### src/rtl/hough_pkg.sv
// Types and defaults shared by the Hough peak, scheduler and overlay stages.
package hough_pkg;

   localparam int DEFAULT_COORD_W = 8;

   typedef enum logic {
      IDLE = 1'b0,
      SHOW = 1'b1
   } state_t;

endpackage

### src/rtl/line_fifo.sv
// Show-ahead synchronous FIFO holding queued (m, c) line pairs.
module line_fifo #(
   parameter int DEPTH = 4,
   parameter int WIDTH = 16,
   localparam int PTR_W = (DEPTH > 1) ? $clog2(DEPTH) : 1,
   localparam int CNT_W = PTR_W + 1
) (
   input  logic             Clk,
   input  logic             nReset,
   input  logic             clear,
   input  logic             push,
   input  logic             pop,
   input  logic [WIDTH-1:0] din,
   output logic [WIDTH-1:0] dout,
   output logic             full,
   output logic             empty,
   output logic [CNT_W-1:0] count
);

   logic [WIDTH-1:0] r_mem [DEPTH];
   logic [PTR_W-1:0] r_wrPtr;
   logic [PTR_W-1:0] r_rdPtr;
   logic [CNT_W-1:0] r_count;
   logic             w_pushEn;
   logic             w_popEn;

   assign full     = (r_count == CNT_W'(DEPTH));
   assign empty    = (r_count == '0);
   assign count    = r_count;
   assign dout     = r_mem[r_rdPtr];
   assign w_pushEn = push & ~full & ~clear;
   assign w_popEn  = pop & ~empty & ~clear;

   always_ff @(posedge Clk) begin
      if (w_pushEn) begin
         r_mem[r_wrPtr] <= din;
      end
   end

   // Pointers wrap for free because DEPTH is a power of two.
   always_ff @(posedge Clk or negedge nReset) begin
      if (!nReset) begin
         r_wrPtr <= '0;
         r_rdPtr <= '0;
         r_count <= '0;
      end else if (clear) begin
         r_wrPtr <= '0;
         r_rdPtr <= '0;
         r_count <= '0;
      end else begin
         if (w_pushEn) begin
            r_wrPtr <= r_wrPtr + PTR_W'(1);
         end
         if (w_popEn) begin
            r_rdPtr <= r_rdPtr + PTR_W'(1);
         end
         case ({w_pushEn, w_popEn})
            2'b10:   r_count <= r_count + CNT_W'(1);
            2'b01:   r_count <= r_count - CNT_W'(1);
            default: r_count <= r_count;
         endcase
      end
   end

endmodule

### src/rtl/line_scheduler.sv
// Queues overlay lines and swaps the live (m, c) pair only on frame boundaries
// so a line is never torn mid-frame.
module line_scheduler #(
   parameter int DEPTH        = 4,
   parameter int DWELL_FRAMES = 1,
   parameter int COORD_W      = hough_pkg::DEFAULT_COORD_W,
   localparam int CNT_W       = $clog2(DEPTH) + 1
) (
   input  logic               Clk,
   input  logic               nReset,
   input  logic               FrameIn,
   input  logic               ReqValid,
   output logic               ReqReady,
   input  logic [COORD_W-1:0] ReqM,
   input  logic [COORD_W-1:0] ReqC,
   input  logic               Flush,
   output logic [COORD_W-1:0] m,
   output logic [COORD_W-1:0] c,
   output logic               LineValid,
   output logic [CNT_W-1:0]   Count
);

   import hough_pkg::*;

   localparam logic [7:0] DWELL_RELOAD = 8'(DWELL_FRAMES - 1);

   state_t               r_state;
   logic [COORD_W-1:0]   r_m;
   logic [COORD_W-1:0]   r_c;
   logic                 r_lineValid;
   logic [7:0]           r_dwell;

   logic [2*COORD_W-1:0] w_head;
   logic [COORD_W-1:0]   w_headM;
   logic [COORD_W-1:0]   w_headC;
   logic                 w_full;
   logic                 w_empty;
   logic                 w_push;
   logic                 w_pop;

   assign ReqReady  = ~w_full & ~Flush;
   assign w_push    = ReqValid & ReqReady;
   assign w_headM   = w_head[2*COORD_W-1:COORD_W];
   assign w_headC   = w_head[COORD_W-1:0];
   assign m         = r_m;
   assign c         = r_c;
   assign LineValid = r_lineValid;

   // Emptiness is judged before this cycle's push, so a line arriving on a
   // frame pulse waits for the next frame.
   assign w_pop = FrameIn & ~Flush & ~w_empty &
                  ((r_state == IDLE) | (r_dwell == 8'd0));

   line_fifo #(
      .DEPTH (DEPTH),
      .WIDTH (2 * COORD_W)
   ) u_fifo (
      .Clk    (Clk),
      .nReset (nReset),
      .clear  (Flush),
      .push   (w_push),
      .pop    (w_pop),
      .din    ({ReqM, ReqC}),
      .dout   (w_head),
      .full   (w_full),
      .empty  (w_empty),
      .count  (Count)
   );

   always_ff @(posedge Clk or negedge nReset) begin
      if (!nReset) begin
         r_state     <= IDLE;
         r_m         <= '0;
         r_c         <= '0;
         r_lineValid <= 1'b0;
         r_dwell     <= '0;
      end else if (Flush) begin
         r_state     <= IDLE;
         r_m         <= '0;
         r_c         <= '0;
         r_lineValid <= 1'b0;
         r_dwell     <= '0;
      end else if (FrameIn) begin
         case (r_state)
            IDLE: begin
               if (!w_empty) begin
                  r_m         <= w_headM;
                  r_c         <= w_headC;
                  r_lineValid <= 1'b1;
                  r_dwell     <= DWELL_RELOAD;
                  r_state     <= SHOW;
               end
            end
            SHOW: begin
               if (r_dwell != 8'd0) begin
                  r_dwell <= r_dwell - 8'd1;
               end else if (!w_empty) begin
                  r_m     <= w_headM;
                  r_c     <= w_headC;
                  r_dwell <= DWELL_RELOAD;
               end else begin
                  r_m         <= '0;
                  r_c         <= '0;
                  r_lineValid <= 1'b0;
                  r_state     <= IDLE;
               end
            end
            default: r_state <= IDLE;
         endcase
      end
   end

endmodule

### config.mk
export PLATFORM = sky130hd
export DESIGN_NAME = line_scheduler
export DESIGN_NICKNAME = d
export VERILOG_FILES = /design/src/rtl/hough_pkg.sv /design/src/rtl/line_fifo.sv /design/src/rtl/line_scheduler.sv
export SDC_FILE = /design/constraint.sdc
export NUM_CORES = 1
export LEC_CHECK = 0
export BUFFER_PORTS_ARGS = -buffer_cell sky130_fd_sc_hd__buf_2
export CAP_MARGIN = 20
export CORE_UTILIZATION = 40
export CTS_BUF_LIST = sky130_fd_sc_hd__clkbuf_4
export DETAILED_ROUTE_END_ITERATION = 12
export PLACE_DENSITY_LB_ADDON = 0.1
export RECOVER_POWER = 25
export SYNTH_ARGS = -nofsm -noshare
export SYNTH_HDL_FRONTEND = slang
export SYNTH_SLANG_ARGS = --single-unit
### constraint.sdc
create_clock -name Clk -period 2.9 [get_ports Clk]
set_input_delay 0.725 -clock Clk [delete_from_list [all_inputs] [get_ports Clk]]
set_output_delay 0.725 -clock Clk [all_outputs]
set_load 0.05 [all_outputs]
# Word-level counts from Yosys, hierarchy flattened
# Memories as Yosys holds them, arrays and structs flattened.
# Cells that the tools add are included.
# classes
add_sub_neg	5
n_mul	0
div	0
n_lt_le_gt_ge	0
eq_ne	6
shifts	0
n_mux	36
n_bitwise	14
reduce_logical	9
# op_table
op	count
$mux 8	14
$pmux 8 s2	3
$mux 1	11
$and 1x1->1	9
$logic_not 8->1	1
$mux 2	4
$reduce_bool 8->1	1
$sub 8x1->8 const B	1
$ne 3x3->1 const B	2
$pmux 3 s2	1
$reduce_bool 2->1	3
$add 2x1->2 const B	2
$not 1->1	4
$pmux 1 s2	2
$reduce_and 4->1	1
$add 3x1->3 const B	1
$eq 3x3->1 const B	1
$logic_not 3->1	1
$mux 3	1
$ne 3x2->1 const B	1
$reduce_and 3->1	1
$reduce_bool 3->1	1
$sub 3x1->3 const B	1
$eq 2x1->1 const B	1
2 further kinds	2
# totals
register_bits	33
latchBits	0
mem_bits_rw	64
rom_bits	0
input_bits	21
output_inout_bits	21
wordCells	79
mem_count	1
# memory_table
name	words	word_bits	rd	rd_clocked_by_memory_dff	wr	line	source
u_fifo.r_mem	4	16	1	0	1	line_fifo.sv:20	logic [WIDTH-1:0] r_mem [DEPTH];

# Depth between registers and ports, before layout
# Gate-level depths: netlist (run 1).
# logic_depth
word_depth	9
ltp_mapped	10
ltp_nobuf	10

# Cells and area by module
# A second synthesis (run 1) with hierarchy kept.
# unflattened
cells_unflattened	293
hier_area_um2	4272.8
# modules_own_cells
mod	instances	cells_per_inst	area_per_inst_um2	seq_area_each_um2
line_fifo	1	148	2862.7	2097.0
line_scheduler	1	145	1410.1	650.6

# Worst setup path before layout (run 1)
# Ideal clock, no wire load.
# synth_timing
kind	input-to-output
start	input Flush
end	output ReqReady
t_arrival_ps	1858
required_ps	2175
setup_slack_ps	317
path_stages	3
n_path_buf	2
cell_sequence	clkbuf_1 clkbuf_1 a21oi_1
# synth_via
elab_chain_len	2
# synth_lines
element	line	source
start, declared	line_scheduler.sv:16	input logic Flush,
$not 1->1	line_scheduler.sv:41	assign ReqReady = ~w_full & ~Flush;
$and 1x1->1	line_scheduler.sv:41	
end, declared	line_scheduler.sv:13	output logic ReqReady,
# No other way between the ends.

# Worst setup path in the final report (run 1)
# layout_timing
start	register u_fifo.r_count[2], in the netlist u_fifo.count[2]
end	register u_fifo.r_count[2], in the netlist u_fifo.count[2]
# layout_via
elab_chain_len	9
elab_cells_between_ends	19
cone_classes	2 x add/sub; 3 x eq/ne; 2 x mux; 10 x bitwise; 2 x reduce/logical
# layout_lines
element	line	source
start, declared	line_fifo.sv:23	logic [CNT_W-1:0] r_count;
start signal, assigned	line_fifo.sv:58	2'b10: r_count <= r_count + CNT_W'(1);
start signal, assigned	line_fifo.sv:59	2'b01: r_count <= r_count - CNT_W'(1);
start signal, assigned	line_fifo.sv:60	default: r_count <= r_count;
$eq 3x3->1 / $logic_not 3->1 (equally long branches)	line_fifo.sv:27, line_fifo.sv:28	
$not 1->1 (on tied branches)	--	
$and 1x1->1 (on tied branches)	line_scheduler.sv:41, line_scheduler.sv:51	
$and 1x1->1 (on tied branches)	line_scheduler.sv:42, line_scheduler.sv:51	
$and 1x1->1 (on tied branches) (2 in series)	line_fifo.sv:31, line_fifo.sv:32	
$eq 2x1->1 / $eq 2x2->1 (equally long branches)	line_fifo.sv:57	case ({w_pushEn, w_popEn})
$pmux 3 s2	line_fifo.sv:57	
$mux 3	line_fifo.sv:46	end else if (clear) begin
# Parallel ways exist; a longest one is shown, timed or not.
# A chain may end at the register's enable or synchronous reset.

==> results of run 1 <==
## cell usage after synthesis (5+ instances only)
| master | count | area [um^2] |
|---|---|---|
| a21oi_1 | 12 | 60.1 |
| clkbuf_1 | 7 | 26.3 |
| dfrtp_1 | 33 | 826 |
| edfxtp_1 | 64 | 1920 |
| ha_1 | 5 | 62.6 |
| inv_1 | 7 | 26.3 |
| mux2_2 | 6 | 67.6 |
| mux2_4 | 10 | 150 |
| mux4_2 | 16 | 360 |
| nand2_1 | 9 | 33.8 |
| nor2_1 | 10 | 37.5 |
| nor2b_1 | 20 | 125 |
| o21ai_0 | 8 | 40.0 |
## power by group
| group | switching, mW | internal, mW |
|---|---|---|
| combinational | 0.790 | 0.494 |
| sequential | 0.125 | 1.64 |
| clock | 0.444 | 0.289 |
| total | 1.36 | 2.42 |
## state kept, by name, summed over array words and instances, names as in the netlist
| name | count |
|---|---|
| c | 8 |
| u_fifo.r_rdPtr | 2 |
| u_fifo.r_wrPtr | 2 |
| u_fifo.r_mem | 64 |
| m | 8 |
| LineValid | 1 |
| r_state | 1 |
| u_fifo.count | 3 |
| r_dwell | 8 |
## worst paths after layout
path | from | to
setup / recovery | u_fifo.count[2]$_DFFE_PN0P_ | u_fifo.count[2]$_DFFE_PN0P_
hold / removal | nReset | u_fifo.count[0]$_DFFE_PN0P_
setup reg to reg | u_fifo.count[2]$_DFFE_PN0P_ | u_fifo.count[2]$_DFFE_PN0P_
hold reg to reg | m[6]$_DFFE_PN0P_ | m[6]$_DFFE_PN0P_
max in group asynchronous | nReset | m[4]$_DFFE_PN0P_
min in group Clk | m[6]$_DFFE_PN0P_ | m[6]$_DFFE_PN0P_
## critical path: cells and delay by family (launching register included)
| family | cells | cell delay, ns |
|---|---|---|
| simple gates | 4 | 1.18 |
| compound gates | 3 | 0.38 |
| fa+ha+maj | 1 | 0.33 |
| flops | 1 | 0.56 |
## layer usage
metal	global-route usage, %	part of all wire, %	vias to the layer above	routed length (um)
met3	2.66	2.3	7	182
li1	-	-	1124	-
met5	0	0	-	0
met2	26.5	49	28	3910
met4	5.43	1.0	0	81
met1	21.7	48	1228	3870
## layout make-up
type                       count  area [um^2]  share of cell area, %
clock buffer                  11         82.6                   1.74
clock inverter                 5         63.8                   1.34
inverter                       7         26.3                  0.552
multi-input combinational    153         1410                   29.7
sequential                    97         2750                   57.8
tap                          136          170                   3.58
timing repair buffer          50          254                   5.34
## cells by family (layout without fill, tap and decap cells)
family,after synthesis,after routing,synth area share (%)
AO/OA/AOI/OAI,42,42,6.65
XOR/XNOR,1,1,0.205
adder cells (fa/ha/maj),6,6,1.93
buffers and inverters,20,73,2.58
flip-flops,97,97,64.4
multiplexers,35,35,14.3
AND/OR/NAND/NOR,69,69,9.99
## stage by stage
stage               hold WS [ns]  util, %  worst slack (ns)  instance area (um^2)  cells
floorplan                  0.429        -             0.317                  4270    270
global route               0.427     46.1             0.134                  4760    459
detailed placement         0.488     44.8             0.424                  4630    443
global placement           0.486     44.8             0.523                  4630    443
finish                     0.365     46.1             0.389                  4760    459
CTS                        0.375     46.2             0.410                  4770    459
## cell usage in the layout, fill, tap and decap left out, types with 3 or more instances in the layout
cell type   instances
dfrtp_1            33
clkbuf_4           11
nor2b_1            20
nand2_1             9
ha_1                5
nor2_1             10
mux2_2              6
inv_1               7
nor3_1              4
nand2b_1            4
a21oi_1            12
clkbuf_1           15
buf_4               9
clkinvlp_4          3
buf_2              26
o31ai_1             4
o21ai_0             8
and3_1              4
mux2_4             10
edfxtp_1           64
or3_1               3
mux4_2             16
==> results.ini, run 1 <==
[status]
outcome = finished, final reports clean

[floorplan]
floorplan.die.width_um = 105
floorplan.initialDensity_pct = 41.4
die_area_um2 = 11100
core_area_um2 = 10300
num_rows = 37
die_y_um = 105
floorplan.io_pins = 42

[cts]
cts_made_buffers = 9
cts.path.max_buffers = 2
cts.clk_slew.worst_paths_ns = 0.16
clock_sinks = 97
resized_cells_post_cts = 0
cts-root-buf = clkbuf_4
clock_tree.htree_level_count = 3
cts_hold_repair.buffers = 0
post_cts.repair.setup_buffers = 0
clock_latency_ns = 0.42
clock_tree_from_tritoncts = yes

[synthesis]
postSynthNetCount = 297
synth-async-reset-ratio_pct = 34.0
synth_cell_type_count = 54
post_synthesis_mean_instance_area_um2 = 15.8
synthesis.instances = 270
yosysWarnings = 0
number_of_synthesized_flops_with_an_enable_pin = 64
synthFlopType = edfxtp_1
synth-seq-area-share_pct = 64.4
yosys_register_bits = 97
synth.cell_area_um2 = 4270

[finish]
area_growth_syn_to_layout_pct = 11.4
final_layout_size_suffix_gt1_share_pct = 28.8
finish.net_count = 345
layout.filler_cells = 931
antenna_cells = 0

[worst_setup_path]
worstSetupEndpointType = register
slowest_cell_on_crit_path = or3b_2
regToRegSetupSlack_ns = 0.39
cp-start-kind = register
crit_path_cell_trace = or3b_2, nand2_1, nor4b_1, fa_1, nand3b_1, o21ai_0, o21ai_0, a31oi_1
critical_path_required_ns = 3.26
most_used_cell_along_the_critical_path = o21ai_0
ff2ff_path_depth = 8
cp.arrival_ns = 2.87
setup.worst_path.class = register to register
critical-path-max-stage-delay_ns = 0.57
crit_path_max_fanout = 11

[global_routing]
maximum_number_of_pins_on_one_net_before_global_route_repair = 34
grt_pass1_wl_mm = 13.3
grt_overflow_total = 0
grt_pass1_vias = 2473
initial_antenna_violation_count = 0
track_usage_pct = 16.1

[detailed_routing]
initialDrtViolationCount = 78
drc = 0
wl_mm = 8.05
routed-via-count = 2387
dr.pass1.iters = 4
post_drt_via_cell_ratio = 5.20
route.detailed.wl_per_inst_um = 17.5
drtAntennaViolNets = 0

[timing]
timing.final.max_slew_violations = 0
skew_ns = 0.0211
setup_viol = 0
rsz0062_at_grt = no
final.setup.tns_ns = 0
final.period_utilization_pct = 86.6
timing.fmax_mhz = 398
period_needed_ns = 2.51
worst-slew-pin-transition_ns = 0.883
timing.max_slew.rel_slack_pct = 41.1
finalHoldViolations = 0

[pwr]
p_per_area_nw_per_um2 = 795
worst_ir_drop_on_vdd_uv = 327
fin_total_pwr_mw = 3.78
power.leakage_nw = 1.81

[placement]
io_buffers = 41
globalplace.congestion = 0.796
hpwl_mm = 5.15

[worst_hold_path]
worst_hold_path_type = input pin to async pin

[run]
maxCapViolations = 0

Note: power is estimated with default switching activity, not from simulation.
==> run 2: changes to the inputs <==
--- a/config.mk
+++ b/config.mk
@@ -7,2 +7,3 @@
 export LEC_CHECK = 0
+export ABC_AREA = 1
 export BUFFER_PORTS_ARGS = -buffer_cell sky130_fd_sc_hd__buf_2
==> constraint.sdc (replaced) <==
create_clock -name Clk -period 3.1 [get_ports Clk]
set_input_delay 0.775 -clock Clk [delete_from_list [all_inputs] [get_ports Clk]]
set_output_delay 0.775 -clock Clk [all_outputs]
set_load 0.005 [all_outputs]
==> results.ini, run 2 <==
[status]
outcome = finished, final reports clean

[synthesis]
synth.cell_area_um2 = 4200  ; -1.5%
post_synthesis_mean_instance_area_um2 = 11.2  ; -29%
synthMostInstantiatedCell = edfxtp_1
synth_top_area_cell = edfxtp_1
synth_cell_type_count = 33  ; -39%
synth_top_area_share_pct = 45.7  ; +0.70 points
number_of_synthesized_flops_with_an_enable_pin = 64  ; unchanged
synth-seq-area-share_pct = 65.4  ; +1.0 points
synth-async-reset-ratio_pct = 34.0  ; unchanged
synthesis.instances = 376  ; +39%
synth.top_cells.by_area = edfxtp_1, dfrtp_1, o21ai_0, nand2_1, nor2_1
yosys_register_bits = 97  ; unchanged
synthTopCellsByCount = edfxtp_1, nand2_1, nor2_1
yosysWarnings = 0  ; unchanged
postSynthNetCount = 403  ; +36%
synthFlopType = edfxtp_1

[timing]
rsz0062_at_grt = no
timing.max_slew.rel_slack_pct = 49.6  ; +8.5 points
setup_viol = 0  ; unchanged
timing.final.max_slew_violations = 0  ; unchanged
timing.fmax_mhz = 455  ; +14%
final.setup.tns_ns = 0  ; unchanged
skew_ns = 0.0232  ; +0.00206 ns
final.period_utilization_pct = 70.9  ; -16 points
period_needed_ns = 2.20  ; -0.313 ns
worst-slew-pin-transition_ns = 0.756  ; -0.127 ns
finalHoldViolations = 0  ; unchanged

[detailed_routing]
routed-via-count = 2769  ; +16%
initialDrtViolationCount = 159  ; +100%
drtAntennaViolNets = 0  ; unchanged
drc = 0  ; unchanged
dr.pass1.iters = 7  ; +3
wl_mm = 8.25  ; +2.6%
post_drt_via_cell_ratio = 4.92  ; -5.4%
route.detailed.wl_per_inst_um = 14.7  ; -16%

[worst_setup_path]
cp-start-kind = register
reg2reg_end = u_fifo.count[1]$_DFFE_PN0P_
critical-path-max-stage-delay_ns = 0.41  ; -0.16 ns
timing.rr.start = r_dwell[0]$_DFFE_PN0N_
regToRegSetupSlack_ns = 0.90  ; +0.51 ns
crit_path_max_fanout = 8  ; -3
setup.worst_path.class = register to register
ff2ff_path_depth = 11  ; +3
worst-path-buf-inv = 3  ; +3
cp.arrival_ns = 2.55  ; -0.32 ns
critical_path_required_ns = 3.45  ; +0.19 ns
worstSetupEndpointType = register
slowest_cell_on_crit_path = dfrtp_1
cp_delay_by_family_top = adder cells
crit_path_cell_trace = inv_1, ha_1, nand2_1, o21ai_4, nand3_2, inv_1, fa_1, inv_1, nor2_1, nand2_1, nand2_1

[floorplan]
die_area_um2 = 10900  ; -1.5%
die_y_um = 105  ; -0.75%
floorplan.io_pins = 42  ; unchanged
core_area_um2 = 10300  ; -0.45%
floorplan.initialDensity_pct = 40.9  ; -0.45 points
floorplan.die.width_um = 105  ; -0.75%
num_rows = 37  ; unchanged

[worst_hold_path]
worst_hold_path_type = input pin to async pin

[finish]
mostFrequentLayoutCell = edfxtp_1
area_growth_syn_to_layout_pct = 10.1
max_reg_flops = 64  ; unchanged
finish.net_count = 449  ; +30%
leading_cell_types_in_the_layout_fill_and_taps_excluded = edfxtp_1, nand2_1, nor2_1
final_layout_size_suffix_gt1_share_pct = 20.1  ; -8.7 points
antenna_cells = 0  ; unchanged
stdcell_count = 563  ; +23%
registers.top_by_ff_count = u_fifo.r_mem

[global_routing]
track_usage_pct = 16.3  ; +0.16 points
grt_pass1_wl_mm = 13.5  ; +1.3%
grt_pass1_vias = 2502  ; +1.2%
maximum_number_of_pins_on_one_net_before_global_route_repair = 34  ; unchanged
initial_antenna_violation_count = 0  ; unchanged
grt_overflow_total = 0  ; unchanged

[cts]
cts-root-buf = clkbuf_4
post_cts.repair.setup_buffers = 0  ; unchanged
cts_made_buffers = 9  ; unchanged
clock_sinks = 97  ; unchanged
cts.path.max_buffers = 2  ; unchanged
clock_latency_ns = 0.43  ; about the same
cts.clk_slew.worst_paths_ns = 0.16  ; about the same
clock_tree_from_tritoncts = yes
clock_tree.htree_level_count = 3  ; unchanged
resized_cells_post_cts = 0  ; unchanged
cts_hold_repair.buffers = 0  ; unchanged

[run]
maxCapViolations = 0  ; unchanged

[pwr]
switchingPower_uw = 965  ; -29%
combPwrFrac_pct = 25.2  ; -8.7 points
power.leakage_nw = 1.86  ; +2.6%
clkPwrFrac_pct = 19.0  ; -0.4 points
worst_ir_drop_on_vdd_uv = 233  ; -29%
power.switching_fraction_pct = 32.7  ; -3.2 points
p_per_area_nw_per_um2 = 636  ; -20%
power.sequential.fraction_pct = 55.9  ; +9.2 points
p_int_mw = 1.98  ; -18%

[placement]
hpwl_mm = 5.32  ; +3.2%
io_buffers = 41  ; unchanged
globalplace.congestion = 0.746  ; -6.3%
dp_cells = 547  ; +23%

==> run 2: changes by cell type in the layout (fill, tap and decap cells not counted), sizes merged, moves of 5 or more <==
cell    previous run  this run
nor2              10        55
nand4              1         6
clkinv             0         5
nand2              9        67
inv                8        32
nand3              1         7
a21oi             13         3
mux4              16         0
mux2              17         0
nor2b             20         0
o21ai              9        67
o22ai              1        16
==> run 2: how the worst max path moves through the flow <==
stage,start,to,depth (start not counted)
global placement,Flush,u_fifo.count[2]$_DFFE_PN0P_,11
finish,r_dwell[0]$_DFFE_PN0N_,u_fifo.count[1]$_DFFE_PN0P_,11
CTS,r_dwell[0]$_DFFE_PN0N_,u_fifo.count[1]$_DFFE_PN0P_,11
global route,r_dwell[0]$_DFFE_PN0N_,u_fifo.count[2]$_DFFE_PN0P_,12
detailed placement,Flush,u_fifo.count[2]$_DFFE_PN0P_,11
floorplan,Flush,u_fifo.r_mem[0][0]$_DFFE_PP_,4
==> run 2: cell type report <==
class / count / area, um^2
tap: 136 / 170
multi-input combinational: 234 / 1240
inverter: 32 / 125
fill: 1014 / 5650
timing repair buffer: 48 / 240
clock buffer: 9 / 67.6
sequential: 97 / 2750
clock inverter: 7 / 37.5
==> run 2: through the flow <==
stage / util [%] / power, mW / hold slack [ns] / setup slack, ns / area, um^2
finish: 45.1 / 2.95 / 0.395 / 0.902 / 4630
global route: 45.1 / 3.15 / 0.427 / 0.728 / 4630
CTS: 45.2 / 3.00 / 0.394 / 0.927 / 4650
detailed placement: 44.2 / 2.43 / 0.467 / 0.638 / 4540
global placement: 44.2 / 2.43 / 0.463 / 0.660 / 4540
floorplan: - / 2.18 / 0.449 / 0.722 / 4200
==> run 2: worst reg2reg max path: stages (launching register included) <==
cell	delay, ns
dfrtp_1	0.41
inv_1	0.12
ha_1	0.27
nand2_1	0.15
o21ai_4	0.30
nand3_2	0.16
inv_1	0.10
fa_1	0.41
inv_1	0.06
nor2_1	0.03
nand2_1	0.07
nand2_1	0.04
==> run 2: power by group through the flow <==
stage / logic, mW / registers [mW] / clock network, mW
after floorplan: 0.500 / 1.68 / 0
after global placement: 0.752 / 1.68 / 0
after detailed placement: 0.757 / 1.68 / 0
after CTS: 0.759 / 1.65 / 0.589
after global routing: 0.843 / 1.67 / 0.637
final: 0.742 / 1.65 / 0.558
==> run 2: cell families after synthesis <==
group / share of synthesized area (%)
adders and majority gates: 1.96
AOI/OAI and AO/OA: 13.1
and+or+nand+nor: 13.9
DFF: 65.4
xor gates and xnor gates: 0.625
buffers and inverters: 5.09
==> run 2: layer usage <==
layer	GRT usage, %	vias up	wire length [um]
li1	-	1388	-
met1	24.1	1317	4280
met2	23.4	55	3630
met3	2.38	9	251
met4	7.65	0	92
met5	0	-	0
==> run 3: changes to the inputs <==
- clock period: 3.1 -> 1.92 ns (I/O delays scaled with it)
==> results.ini, run 3 (same netlist as run 2, synthesis figures left out) <==
[worst_setup_path]
critical_path_required_ns = 2.26  ; -1.19 ns
worstSetupEndpointType = register
crit_path_max_fanout = 3  ; -5
cp.arrival_ns = 2.15  ; -0.40 ns
cp-start-kind = register
setup.worst_path.class = register to register
ff2ff_path_depth = 12  ; +1

[cts]
cts_made_buffers = 9  ; unchanged
cts_hold_repair.buffers = 0  ; unchanged
clock_tree_from_tritoncts = yes
clock_latency_ns = 0.43  ; about the same
cts.path.max_buffers = 2  ; unchanged
clock_tree.htree_level_count = 3  ; unchanged
cts.clk_slew.worst_paths_ns = 0.15  ; about the same
clock_sinks = 97  ; unchanged
cts-root-buf = clkbuf_4

[detailed_routing]
met2_wirelength_mm = 3.87  ; +6.4%
route.detailed.wl_per_inst_um = 14.6  ; -0.14%
drtAntennaViolNets = 0  ; unchanged
met1_length_mm = 4.19  ; -1.9%
drc = 0  ; unchanged
maxUsedRoutingLayer = met4
dr.pass1.iters = 4  ; -3
post_drt_via_cell_ratio = 4.79  ; -2.7%
route.met3.wl_um = 397  ; +58%
wl_mm = 8.55  ; +3.6%
routed-via-count = 2795  ; +0.94%
initialDrtViolationCount = 129  ; -19%

[timing]
timing.fmax_mhz = 553  ; +22%
timing.max_slew.rel_slack_pct = 71.7  ; +22 points
skew_ns = 0.0131  ; -0.0101 ns
final.period_utilization_pct = 94.2  ; +23 points
rsz0062_at_grt = no
finalHoldViolations = 0  ; unchanged
timing.final.max_slew_violations = 0  ; unchanged
period_needed_ns = 1.81  ; -0.390 ns
worst-slew-pin-transition_ns = 0.424  ; -0.332 ns
setup_viol = 0  ; unchanged

[finish]
area_growth_syn_to_layout_pct = 17.6
stdcell_count = 584  ; +3.7%
mostFrequentLayoutCell = edfxtp_1
layout.filler_cells = 1007  ; -0.69%
registers.top_by_ff_count = u_fifo.r_mem
utilization_after_layout_pct = 48.1  ; +3.1 points
max_reg_flops = 64  ; unchanged
final_layout_size_suffix_gt1_share_pct = 24.8  ; +4.7 points
leading_cell_types_in_the_layout_fill_and_taps_excluded = edfxtp_1, nand2_1, nor2_1
finish.net_count = 469  ; +4.5%

[global_routing]
grt_pass1_wl_mm = 14.1  ; +4.7%
grt_overflow_total = 0  ; unchanged
track_usage_pct = 17.0  ; +0.72 points
initial_antenna_violation_count = 1  ; +1
maximum_number_of_pins_on_one_net_before_global_route_repair = 34  ; unchanged
grt_pass1_vias = 2749  ; +9.9%

[run]
maxCapViolations = 0  ; unchanged

[placement]
io_buffers = 41  ; unchanged
globalplace.congestion = 0.773  ; +3.7%
hpwl_mm = 5.80  ; +9.1%
dp_cells = 567  ; +3.7%

[pwr]
p_per_area_nw_per_um2 = 1060  ; +67%
fin_total_pwr_mw = 5.27  ; +79%
worst_ir_drop_on_vdd_uv = 428  ; +84%
power.leakage_nw = 2.00  ; +7.8%

[floorplan]
core_area_um2 = 10300  ; unchanged
floorplan.die.width_um = 105  ; unchanged
num_rows = 37  ; unchanged
die_area_um2 = 10900  ; unchanged
die_y_um = 105  ; unchanged
floorplan.initialDensity_pct = 40.9  ; unchanged
floorplan.io_pins = 42  ; unchanged

[worst_hold_path]
worst_hold_path_type = input pin to async pin

[status]
outcome = finished, final reports clean

==> run 3: worst paths after layout <==
| path | startpoint | to | slack (ns) |
|---|---|---|---|
| worst max-delay path | u_fifo.count[1]$_DFFE_PN0P_ | u_fifo.count[2]$_DFFE_PN0P_ | 0.11 |
| worst min-delay path | nReset | c[4]$_DFFE_PN0P_ | 0.03 |
| worst max register to register | u_fifo.count[1]$_DFFE_PN0P_ | u_fifo.count[2]$_DFFE_PN0P_ | 0.11 |
| worst min register to register | m[1]$_DFFE_PN0P_ | m[1]$_DFFE_PN0P_ | 0.50 |
| max in group asynchronous | nReset | u_fifo.r_wrPtr[1]$_DFFE_PN0P_ | 1.56 |
| min in group Clk | ReqC[4] | u_fifo.r_mem[0][4]$_DFFE_PP_ | 0.29 |
==> run 3: timing repair <==
action	CTS	global route
setup buffers	0	0
gates resized for setup	0	6
setup endpoints to repair	0	2
==> run 3: power by group <==
group / switching [mW] / internal (mW) / total (mW)
Clock: 0.684 / 0.530 / 1.21
Combinational: 0.814 / 0.573 / 1.39
Sequential: 0.153 / 2.51 / 2.66
==> run 3: stage by stage <==
stage	instance area, um^2	hold slack (ns)	setup WS [ns]	TNS, ns
after floorplan	4230	0.184	-0.0364	-2.33
after global placement	4780	0.460	0.0365	0
after detailed placement	4780	0.465	0.00157	0
after CTS	4940	0.0289	0.00324	0
after global routing	4940	0.0351	0.000862	0
final	4950	0.0343	0.112	0
==> run 3: final cells by class <==
type	instances	area (um^2)	share of cell area (%)
diodes	1	2.50	0.0506
clock buffers	9	67.6	1.37
multi-input cells	234	1290	26.1
repair buffers	68	450	9.11
well taps	136	170	3.44
clock inverters	7	91.3	1.85
flip-flops and latches	97	2750	55.6
inverters	32	125	2.53
==> run 3: metal layers <==
metal  global-route usage (%)  vias to the layer above
met5                        0                        -
met4                     5.51                        0
met3                     4.64                        6
met2                     26.1                       46
met1                     23.3                     1312
li1                         -                     1431
==> run 3: critical path, stage by stage (launching register included) <==
cell and delay (ns):
dfrtp_1 0.43, nor2_4 0.16, nand2_2 0.09, inv_2 0.07, nor2_2 0.04, nand3_2 0.08
inv_1 0.05, fa_1 0.37, xnor2_1 0.18, nand3b_1 0.13, nand2_1 0.05, inv_1 0.04
nand2_1 0.04
